`config.mk`:
```
export PLATFORM = sky130hd
export DESIGN_NAME = fifo_drain_ctrl
export DESIGN_NICKNAME = d
export VERILOG_FILES = /design/src/rtl/fifo_drain_ctrl_pkg.sv /design/src/rtl/fifo_drain_ctrl_drain_timer.sv /design/src/rtl/fifo_drain_ctrl.sv
export SDC_FILE = /design/constraint.sdc
export NUM_CORES = 1
export LEC_CHECK = 0
export BUFFER_PORTS_ARGS = -buffer_cell sky130_fd_sc_hd__buf_4
export CORE_UTILIZATION = 25
export CTS_BUF_LIST = sky130_fd_sc_hd__clkbuf_4 sky130_fd_sc_hd__clkbuf_8
export DETAILED_ROUTE_END_ITERATION = 10
export SLEW_MARGIN = 30
export SYNTH_ARGS = -nofsm -noshare
export SYNTH_HDL_FRONTEND = slang
export SYNTH_SLANG_ARGS = --single-unit
```
`constraint.sdc`:
```
create_clock -name i_clk -period 2.2 [get_ports i_clk]
set_input_delay 0.33 -clock i_clk [delete_from_list [all_inputs] [get_ports i_clk]]
set_output_delay 0.33 -clock i_clk [all_outputs]
set_load 0.1 [all_outputs]
```
`src/rtl/fifo_drain_ctrl_pkg.sv`:
```
// Shared definitions for the FIFO drain controller: state encoding and width helper.
package fifo_drain_ctrl_pkg;

  typedef enum logic [2:0] {
    ST_IDLE      = 3'd0,
    ST_POP       = 3'd1,
    ST_SEND      = 3'd2,
    ST_WAIT_ACK  = 3'd3,
    ST_WAIT_DONE = 3'd4,
    ST_GAP       = 3'd5
  } drain_state_e;

  // Ceiling log2 with a floor of one bit, for sizing counters that must hold v-1.
  function automatic int unsigned clog2_min1(input int unsigned v);
    int unsigned r;
    r = 0;
    for (int unsigned i = 0; i < 32; i++) begin
      if ((64'd1 << i) < 64'(v)) r = i + 32'd1;
    end
    return (r == 0) ? 32'd1 : r;
  endfunction

endpackage

```
`src/rtl/fifo_drain_ctrl_drain_timer.sv`:
```
// Loadable down-counter that stops at zero; done_c flags the terminal count.
module fifo_drain_ctrl_drain_timer #(
  parameter int unsigned W = 4
) (
  input  logic         clk,
  input  logic         rst,
  input  logic         load,
  input  logic         dec,
  input  logic [W-1:0] load_val,
  output logic         done_c
);

  logic [W-1:0] count;

  // Load has priority over decrement; the count saturates at zero.
  always_ff @(posedge clk) begin
    if (rst) begin
      count <= '0;
    end else if (load) begin
      count <= load_val;
    end else if (dec && (count != '0)) begin
      count <= count - W'(1);
    end
  end

  assign done_c = (count == '0);

endmodule

```
`src/rtl/fifo_drain_ctrl.sv`:
```
// Read-domain FIFO consumer: pops one word at a time and hands it to a byte-serial
// transmitter with a valid pulse, tracks the transmitter busy line, retries on ack
// timeout and optionally idles for a fixed gap after each word.
module fifo_drain_ctrl
  import fifo_drain_ctrl_pkg::*;
#(
  parameter int unsigned WIDTH   = 8,
  parameter int unsigned GAP_CYC = 0,
  parameter int unsigned ACK_TO  = 16,
  parameter int unsigned CNT_W   = 16
) (
  input  logic             i_clk,
  input  logic             i_rst,
  input  logic             i_en,
  input  logic             i_rempty,
  input  logic [WIDTH-1:0] i_rd_data,
  output logic             o_rinc,
  output logic [WIDTH-1:0] o_tx_data,
  output logic             o_tx_valid,
  input  logic             i_tx_busy,
  output logic             o_busy,
  output logic [CNT_W-1:0] o_word_cnt
);

  localparam int unsigned ACK_W    = clog2_min1(ACK_TO);
  localparam int unsigned GAP_W    = clog2_min1(GAP_CYC + 1);
  localparam int unsigned GAP_LOAD = (GAP_CYC > 0) ? (GAP_CYC - 1) : 0;
  localparam logic        HAS_GAP  = (GAP_CYC > 0);

  drain_state_e state;
  logic         ack_load;
  logic         gap_load;
  logic         ack_done_c;
  logic         gap_done_c;

  // Decide when a valid pulse is issued (which also restarts the ack timer) and when the gap starts.
  // Valid is registered, so the pulse is launched from the edge that leaves POP/SEND, or from the
  // timeout edge in WAIT_ACK, which lets it appear one cycle after the pop strobe.
  always_comb begin
    ack_load = 1'b0;
    gap_load = 1'b0;
    case (state)
      ST_POP, ST_SEND: ack_load = !i_tx_busy;
      ST_WAIT_ACK:     ack_load = !i_tx_busy && ack_done_c;
      ST_WAIT_DONE:    gap_load = !i_tx_busy && HAS_GAP;
      default: ;
    endcase
  end

  fifo_drain_ctrl_drain_timer #(.W(ACK_W)) u_ack_timer (
    .clk      (i_clk),
    .rst      (i_rst),
    .load     (ack_load),
    .dec      (state == ST_WAIT_ACK),
    .load_val (ACK_W'(ACK_TO - 1)),
    .done_c   (ack_done_c)
  );

  fifo_drain_ctrl_drain_timer #(.W(GAP_W)) u_gap_timer (
    .clk      (i_clk),
    .rst      (i_rst),
    .load     (gap_load),
    .dec      (state == ST_GAP),
    .load_val (GAP_W'(GAP_LOAD)),
    .done_c   (gap_done_c)
  );

  // Drain FSM with registered strobes, capture register and completed-word counter.
  always_ff @(posedge i_clk) begin
    if (i_rst) begin
      state      <= ST_IDLE;
      o_rinc     <= 1'b0;
      o_tx_valid <= 1'b0;
      o_busy     <= 1'b0;
      o_tx_data  <= '0;
      o_word_cnt <= '0;
    end else begin
      o_rinc     <= 1'b0;
      o_tx_valid <= 1'b0;
      case (state)
        ST_IDLE: begin
          if (i_en && !i_rempty) begin
            state  <= ST_POP;
            o_rinc <= 1'b1;
            o_busy <= 1'b1;
          end
        end
        ST_POP: begin
          o_tx_data  <= i_rd_data;
          o_tx_valid <= ack_load;
          state      <= ack_load ? ST_WAIT_ACK : ST_SEND;
        end
        ST_SEND: begin
          if (ack_load) begin
            o_tx_valid <= 1'b1;
            state      <= ST_WAIT_ACK;
          end
        end
        ST_WAIT_ACK: begin
          // Timeout retry re-pulses the same captured word without another pop.
          if (i_tx_busy) begin
            state <= ST_WAIT_DONE;
          end else if (ack_load) begin
            o_tx_valid <= 1'b1;
          end
        end
        ST_WAIT_DONE: begin
          if (!i_tx_busy) begin
            o_word_cnt <= o_word_cnt + CNT_W'(1);
            state      <= HAS_GAP ? ST_GAP : ST_IDLE;
            o_busy     <= HAS_GAP;
          end
        end
        ST_GAP: begin
          if (gap_done_c) begin
            state  <= ST_IDLE;
            o_busy <= 1'b0;
          end
        end
        default: begin
          state  <= ST_IDLE;
          o_busy <= 1'b0;
        end
      endcase
    end
  end

endmodule
```
==> results of run 1 <==
-- cell families after synthesis --
logic type      count (synthesis)  share of synthesized area [%]
compound gates                 33                           13.4
xor+xnor                       11                           6.09
fa+ha+maj                       2                           1.58
buf+inv                        17                           5.06
flops                          35                           44.3
mux                             9                           5.78
simple gates                   66                           23.7
-- cell type report --
type | count | area (um2)
flip-flops and latches | 35 | 709
fillers | 636 | 3960
multi-input cells | 121 | 801
clock buffers | 8 | 104
repair buffers | 44 | 330
well taps | 75 | 93.8
inverters | 7 | 26.3
-- metrics by stage --
stage | cell area [um2] | instances | total power (uW) | setup WS [ps]
after detailed placement | 1960 | 282 | 927 | 151
after global routing | 2060 | 290 | 1490 | 169
after global placement | 1960 | 282 | 924 | 183
final | 2060 | 290 | 1430 | 272
after CTS | 2060 | 290 | 1450 | 271
after floorplan | 1590 | 173 | 866 | 81.3
-- placed cells by master, fill, tap and decap left out, types with 6 or more instances in the layout --
master and n:
clkbuf_8 7, o31ai_1 6, a21oi_1 11, buf_4 44
nand3_1 6, o21ai_0 7, inv_1 7, dfxtp_1 28
dfxtp_2 7, nand2_1 10, xor2_1 6, nor2_1 19
mux2i_1 8
-- state kept, by name (all words and copies together), names as in the netlist --
register           flops
o_busy                 1
u_gap_timer.count      1
u_ack_timer.count      4
o_tx_valid             1
state                  3
o_word_cnt            16
o_tx_data              8
o_rinc                 1
-- worst min path at each step --
stage | from | end | slack [ps]
after CTS | i_rd_data[1] | o_tx_data[1] | 280
after global placement | u_gap_timer.count | u_gap_timer.count | 450
after floorplan | u_gap_timer.count | u_gap_timer.count | 440
after detailed placement | u_gap_timer.count | u_gap_timer.count | 460
final | i_rd_data[1] | o_tx_data[1] | 290
after global routing | i_rd_data[4] | o_tx_data[4] | 280
-- power groups by stage --
| stage | Clock, uW | Sequential (uW) | Combinational, uW |
|---|---|---|---|
| detailed placement | 0 | 688 | 239 |
| global route | 562 | 678 | 255 |
| CTS | 538 | 674 | 239 |
| finish | 514 | 675 | 237 |
| global placement | 0 | 688 | 236 |
| floorplan | 0 | 782 | 83.6 |
-- worst max-delay path: stages (launching register included) --
cell and delay (ps):
dfxtp_1 310, or4b_4 550, or2_1 360, or4_1 490
a21oi_1 150
-- per-layer routing --
metal | track usage (%) | vias to the layer above
met5 | 0 | -
met4 | 2.68 | 0
li1 | - | 693
met1 | 13.2 | 623
met3 | 3.56 | 2
met2 | 17.8 | 29
==> results.toml, run 1 <==
[status]
status = "completed"

[setup_path]
endpoint = "o_word_cnt[15]"
r2r_end = "o_word_cnt[15]"
reg2regPathDepth = 4
worst-path-max-fanout = 9
regToRegSetupSlack_ps = 270
startpoint = "state[0]"
setup.worst_path.end_class = "flop"
arrival_ps = 2140
cp.required_ps = 2410
reg2reg_from = "state[0]"
start_kind = "flop"
worstSetupPathType = "flop to flop"

[route]
drt-total-wl_mm = 3.39
drt-met1-wl_mm = 1.68
ant_nets = 0
dr_wl_met2_mm = 1.54
dr.pass1.iters = 5
wl_per_cell_um = 11.7
post-route-drc-count = 0
vias = 1347
top_layer_used = "met4"
viasPerCell = 4.64
met3_length_um = 150
drt_iter0_markers = 41

[synth]
synth-seq-cells = 35
synth-edff-count = 0
synth_area_leaders = "dfxtp_1, mux2i_1, nor2_1"
ys_seq_area_share_pct = 44.3
synth.top_cell.area_share_pct = 44.3
ys_warn_count = 0
async_reset_ff_share_pct = 0
yosysMostFrequentCell = "dfxtp_1"
syn_area_mm2 = 0.00158
syn_area_per_cell_um2 = 9.14
ys_types = 41
synth_commonest_cells = "dfxtp_1, nor2_1, a21oi_1, nand2_1, mux2i_1"
syn_inst = 173
synth_nets = 188
synth_top_flop_cell = "dfxtp_1"
yosysTopAreaCell = "dfxtp_1"

[power_and_ir_drop]
intPower_uw = 1030
combPwrFrac_pct = 16.7
power_switching_uw = 395
switching_share_pct = 27.7
pwr-share-clk_pct = 36.0
ir_drop_uv = 418
power.leakage_uw = 0.000816
power_density_mw_per_mm2 = 691
p_seq_share_pct = 47.3

[clock_tree]
cts_root_buf = "clkbuf_8"
cts_setup_buffers = 0
cts-resized-gates = 0
cts-buffers-inserted = 5
ctsHoldBuffers = 0
clk_pin_slew_ps = 70
cts.sinks = 35
worstSkewPairLatency_ps = 280
clk_path_buf_depth = 2
htreeDepth = 2
cts_tree = "done"

[die]
die_w_um = 81.5
die_h_um = 81.5
num_rows = 28
ios = 40
die_area_mm2 = 0.00665
core-area_mm2 = 0.00603
initial_core_util_pct = 26.2

[placed_design]
place_congestion = 0.728
port_buffers = 39
place_hpwl_mm = 2.32

[timing]
clock.fmax_ghz = 0.519
setup_tns_ps = 0
maxSlewHeadroom_pct = 62.1
final-hold-violation-count = 0
rsz0062_at_grt = "false"
whs_ps = 288
worst_pin_slew_ps = 560
slew_violations = 0
finalCriticalPeriod_ps = 1930
final-setup-viol-count = 0
post-route-period-util_pct = 87.6
fin_skew_ps = 6.52

[final_layout]
final_core_util_pct = 34.3
area_delta_synth_final_pct = 30.5
drive_gt1_share_pct = 29.8
nets = 229
insertedDiodeCount = 0

[global_route]
grt-ovfl-total = 0
grt_pass1_vias = 1230
antenna_found_initial = 0
grt_usage_pct = 10.7
grt_first_pass_wirelength_mm = 5.49
grt_max_degree = 34

[run]
max_cap_violations = 0

[min_path]
hold_class = "input pin to flop"
holdPathStages = 3
No activity file was read; power rests on OpenSTA's default activity.
==> run 2, diff against run 1 <==
- ABC_AREA: default -> 1
- CTS_CLUSTER_SIZE: default -> 30
==> run 2 against run 1 <==
  * Utilization decreased by 0.72 points
  * Sequential share of layout area decreased by 2.2 points
  * Non-clock buffer count decreased by 5
  * Clock-buffer cell count decreased by 2
  * The flow now finishes with violations (design-rule violations)
  * Sequential cell count unchanged
  * Cell count increased by 28%
==> results.toml, run 2 <==
[die]
die_h_um = 84.9
die_w_um = 84.9
die_area_mm2 = 0.00721
initial_core_util_pct = 26.4
core-area_mm2 = 0.00649
num_rows = 29
ios = 40

[route]
viasPerCell = 4.39
ant_nets = 0
drt-total-wl_mm = 3.77
vias = 1628
drt_iter0_markers = 82
wl_per_cell_um = 10.2
post-route-drc-count = 5
dr.pass1.iters = 7

[synth]
yosysMostFrequentCell = "nand2_1"
ys_seq_area_share_pct = 40.8
syn_inst = 251
synth_top_flop_cell = "dfxtp_1"
yosysTopAreaCell = "dfxtp_1"
synth_area_leaders = "dfxtp_1, nand2_1, nor2_1"
syn_area_mm2 = 0.00172
synth-edff-count = 0
synth_commonest_cells = "nand2_1, dfxtp_1, nor2_1, inv_1, a21oi_1"
synth_nets = 266
ys_warn_count = 0
ys_types = 27
async_reset_ff_share_pct = 0
synth-seq-cells = 35
synth.top_cell.area_share_pct = 40.8
syn_area_per_cell_um2 = 6.84

[setup_path]
max_stage_delay_ps = 540
worstSetupPathType = "flop to flop"
arrival_ps = 1670
reg2regPathDepth = 7
slowest_stage = "dfxtp_1"
critPathBufInv = 1
regToRegSetupSlack_ps = 710
r2r_end = "u_ack_timer.count[1]"
cp_common_cell = "nand2_1"
cp.required_ps = 2390
path_cells = "inv_2 > nand2_4 > nand2_2 > a21oi_1 > nor2_1 > nand2_1 > nand2_1"
cp_top_family = "flip-flops"
startpoint = "state[2]"
worst-path-max-fanout = 13
start_kind = "flop"
reg2reg_from = "state[2]"
setup.worst_path.end_class = "flop"
endpoint = "u_ack_timer.count[1]"
cp.depth = 7

[placed_design]
port_buffers = 39
place_hpwl_mm = 2.83
place_congestion = 0.809

[status]
status = "finished with violations"
violations = "design-rule violations"

[final_layout]
final_common_cell = "nand2_1"
area_delta_synth_final_pct = 26.8
insertedDiodeCount = 0
nets = 308
largest-register = "o_word_cnt"
drive_gt1_share_pct = 22.4
layout_common_cells = "nand2_1, buf_4, dfxtp_1, nor2_1, inv_1"
largest_reg_flops = 16
top_regs = "o_word_cnt (16), o_tx_data (8), u_ack_timer.count (4)"

[clock_tree]
cts-buffers-inserted = 5
cts_tree = "done"
htreeDepth = 2
cts.sinks = 35
cts_root_buf = "clkbuf_8"
worstSkewPairLatency_ps = 300
clk_pin_slew_ps = 70
clk_path_buf_depth = 2
ctsHoldBuffers = 0
cts_setup_buffers = 0
cts-resized-gates = 0

[timing]
rsz0062_at_grt = "false"
maxSlewHeadroom_pct = 68.4
setup_tns_ps = 0
final-hold-violation-count = 0
slew_violations = 0
final-setup-viol-count = 0
worst_pin_slew_ps = 471
post-route-period-util_pct = 67.6
finalCriticalPeriod_ps = 1490
clock.fmax_ghz = 0.672
fin_skew_ps = 7.13

[global_route]
grt_usage_pct = 11.4
grt_pass1_vias = 1460
antenna_found_initial = 0
grt_first_pass_wirelength_mm = 6.37
grt_max_degree = 20
grt-ovfl-total = 0

[power_and_ir_drop]
power.leakage_uw = 0.000936
power_density_mw_per_mm2 = 1070
ir_drop_uv = 258
p_total_uw = 2340

[min_path]
hold_class = "input pin to flop"

[run]
max_cap_violations = 0
[run 2: cell families after synthesis]
logic type                 count (synthesis)  share of synthesized area (%)
adders and majority gates                  2                           1.46
and+or+nand+nor                          141                           38.1
buffers and inverters                     36                           8.01
AOI/OAI and AO/OA                         37                           11.7
DFF                                       35                           40.8
[run 2: metrics by stage]
| step | std cells | setup WS [ps] | hold slack (ps) | util [%] | area, um2 |
|---|---|---|---|---|---|
| floorplan | 251 | 67.6 | 420 | - | 1720 |
| global placement | 363 | 720 | 433 | 32.2 | 2090 |
| detailed placement | 363 | 651 | 436 | 32.2 | 2090 |
| CTS | 371 | 693 | 296 | 33.5 | 2180 |
| global route | 371 | 480 | 305 | 33.5 | 2180 |
| finish | 371 | 712 | 306 | 33.5 | 2180 |
[run 2: worst min-delay path by stage]
stage / from / end / slack [ps] / depth (start not counted)
6_report: i_rd_data[2] / o_tx_data[2] / 310 / 3
5_1_grt: i_rd_data[2] / o_tx_data[2] / 300 / 3
4_1_cts: i_rd_data[2] / o_tx_data[2] / 300 / 3
3_5_place_dp: u_gap_timer.count / u_gap_timer.count / 440 / 2
3_3_place_gp: u_gap_timer.count / u_gap_timer.count / 430 / 2
2_1_floorplan: u_gap_timer.count / u_gap_timer.count / 420 / 2
[run 2: power breakdown]
part           switching [uW]  total [uW]  internal (uW)
Sequential               97.5         836            738
Combinational             753        1030            274
Clock                     241         474            233
Total                    1090        2340           1250
[run 2: layout make-up]
| type | instances | area [um2] |
|---|---|---|
| Timing Repair Buffer | 39 | 293 |
| Multi-Input combinational cell | 180 | 880 |
| Fill cell | 670 | 4320 |
| Clock buffer | 6 | 76.3 |
| Sequential cell | 35 | 701 |
| Inverter | 32 | 120 |
| Clock inverter | 2 | 12.5 |
| Tap cell | 77 | 96.3 |
[run 2: metal layers]
layer	global-route usage [%]	vias up	wire length, um	part of all wire (%)
li1	-	882	-	-
met3	3.89	6	221	5.9
met4	4.62	0	61	1.6
met1	13.7	704	1830	49
met2	18.6	36	1660	44
met5	0	-	0	0
[run 2: worst min-delay path, cell delays in order]
cell,delay [ps]
buf_4,110
nand3_1,70
a21oi_1,60
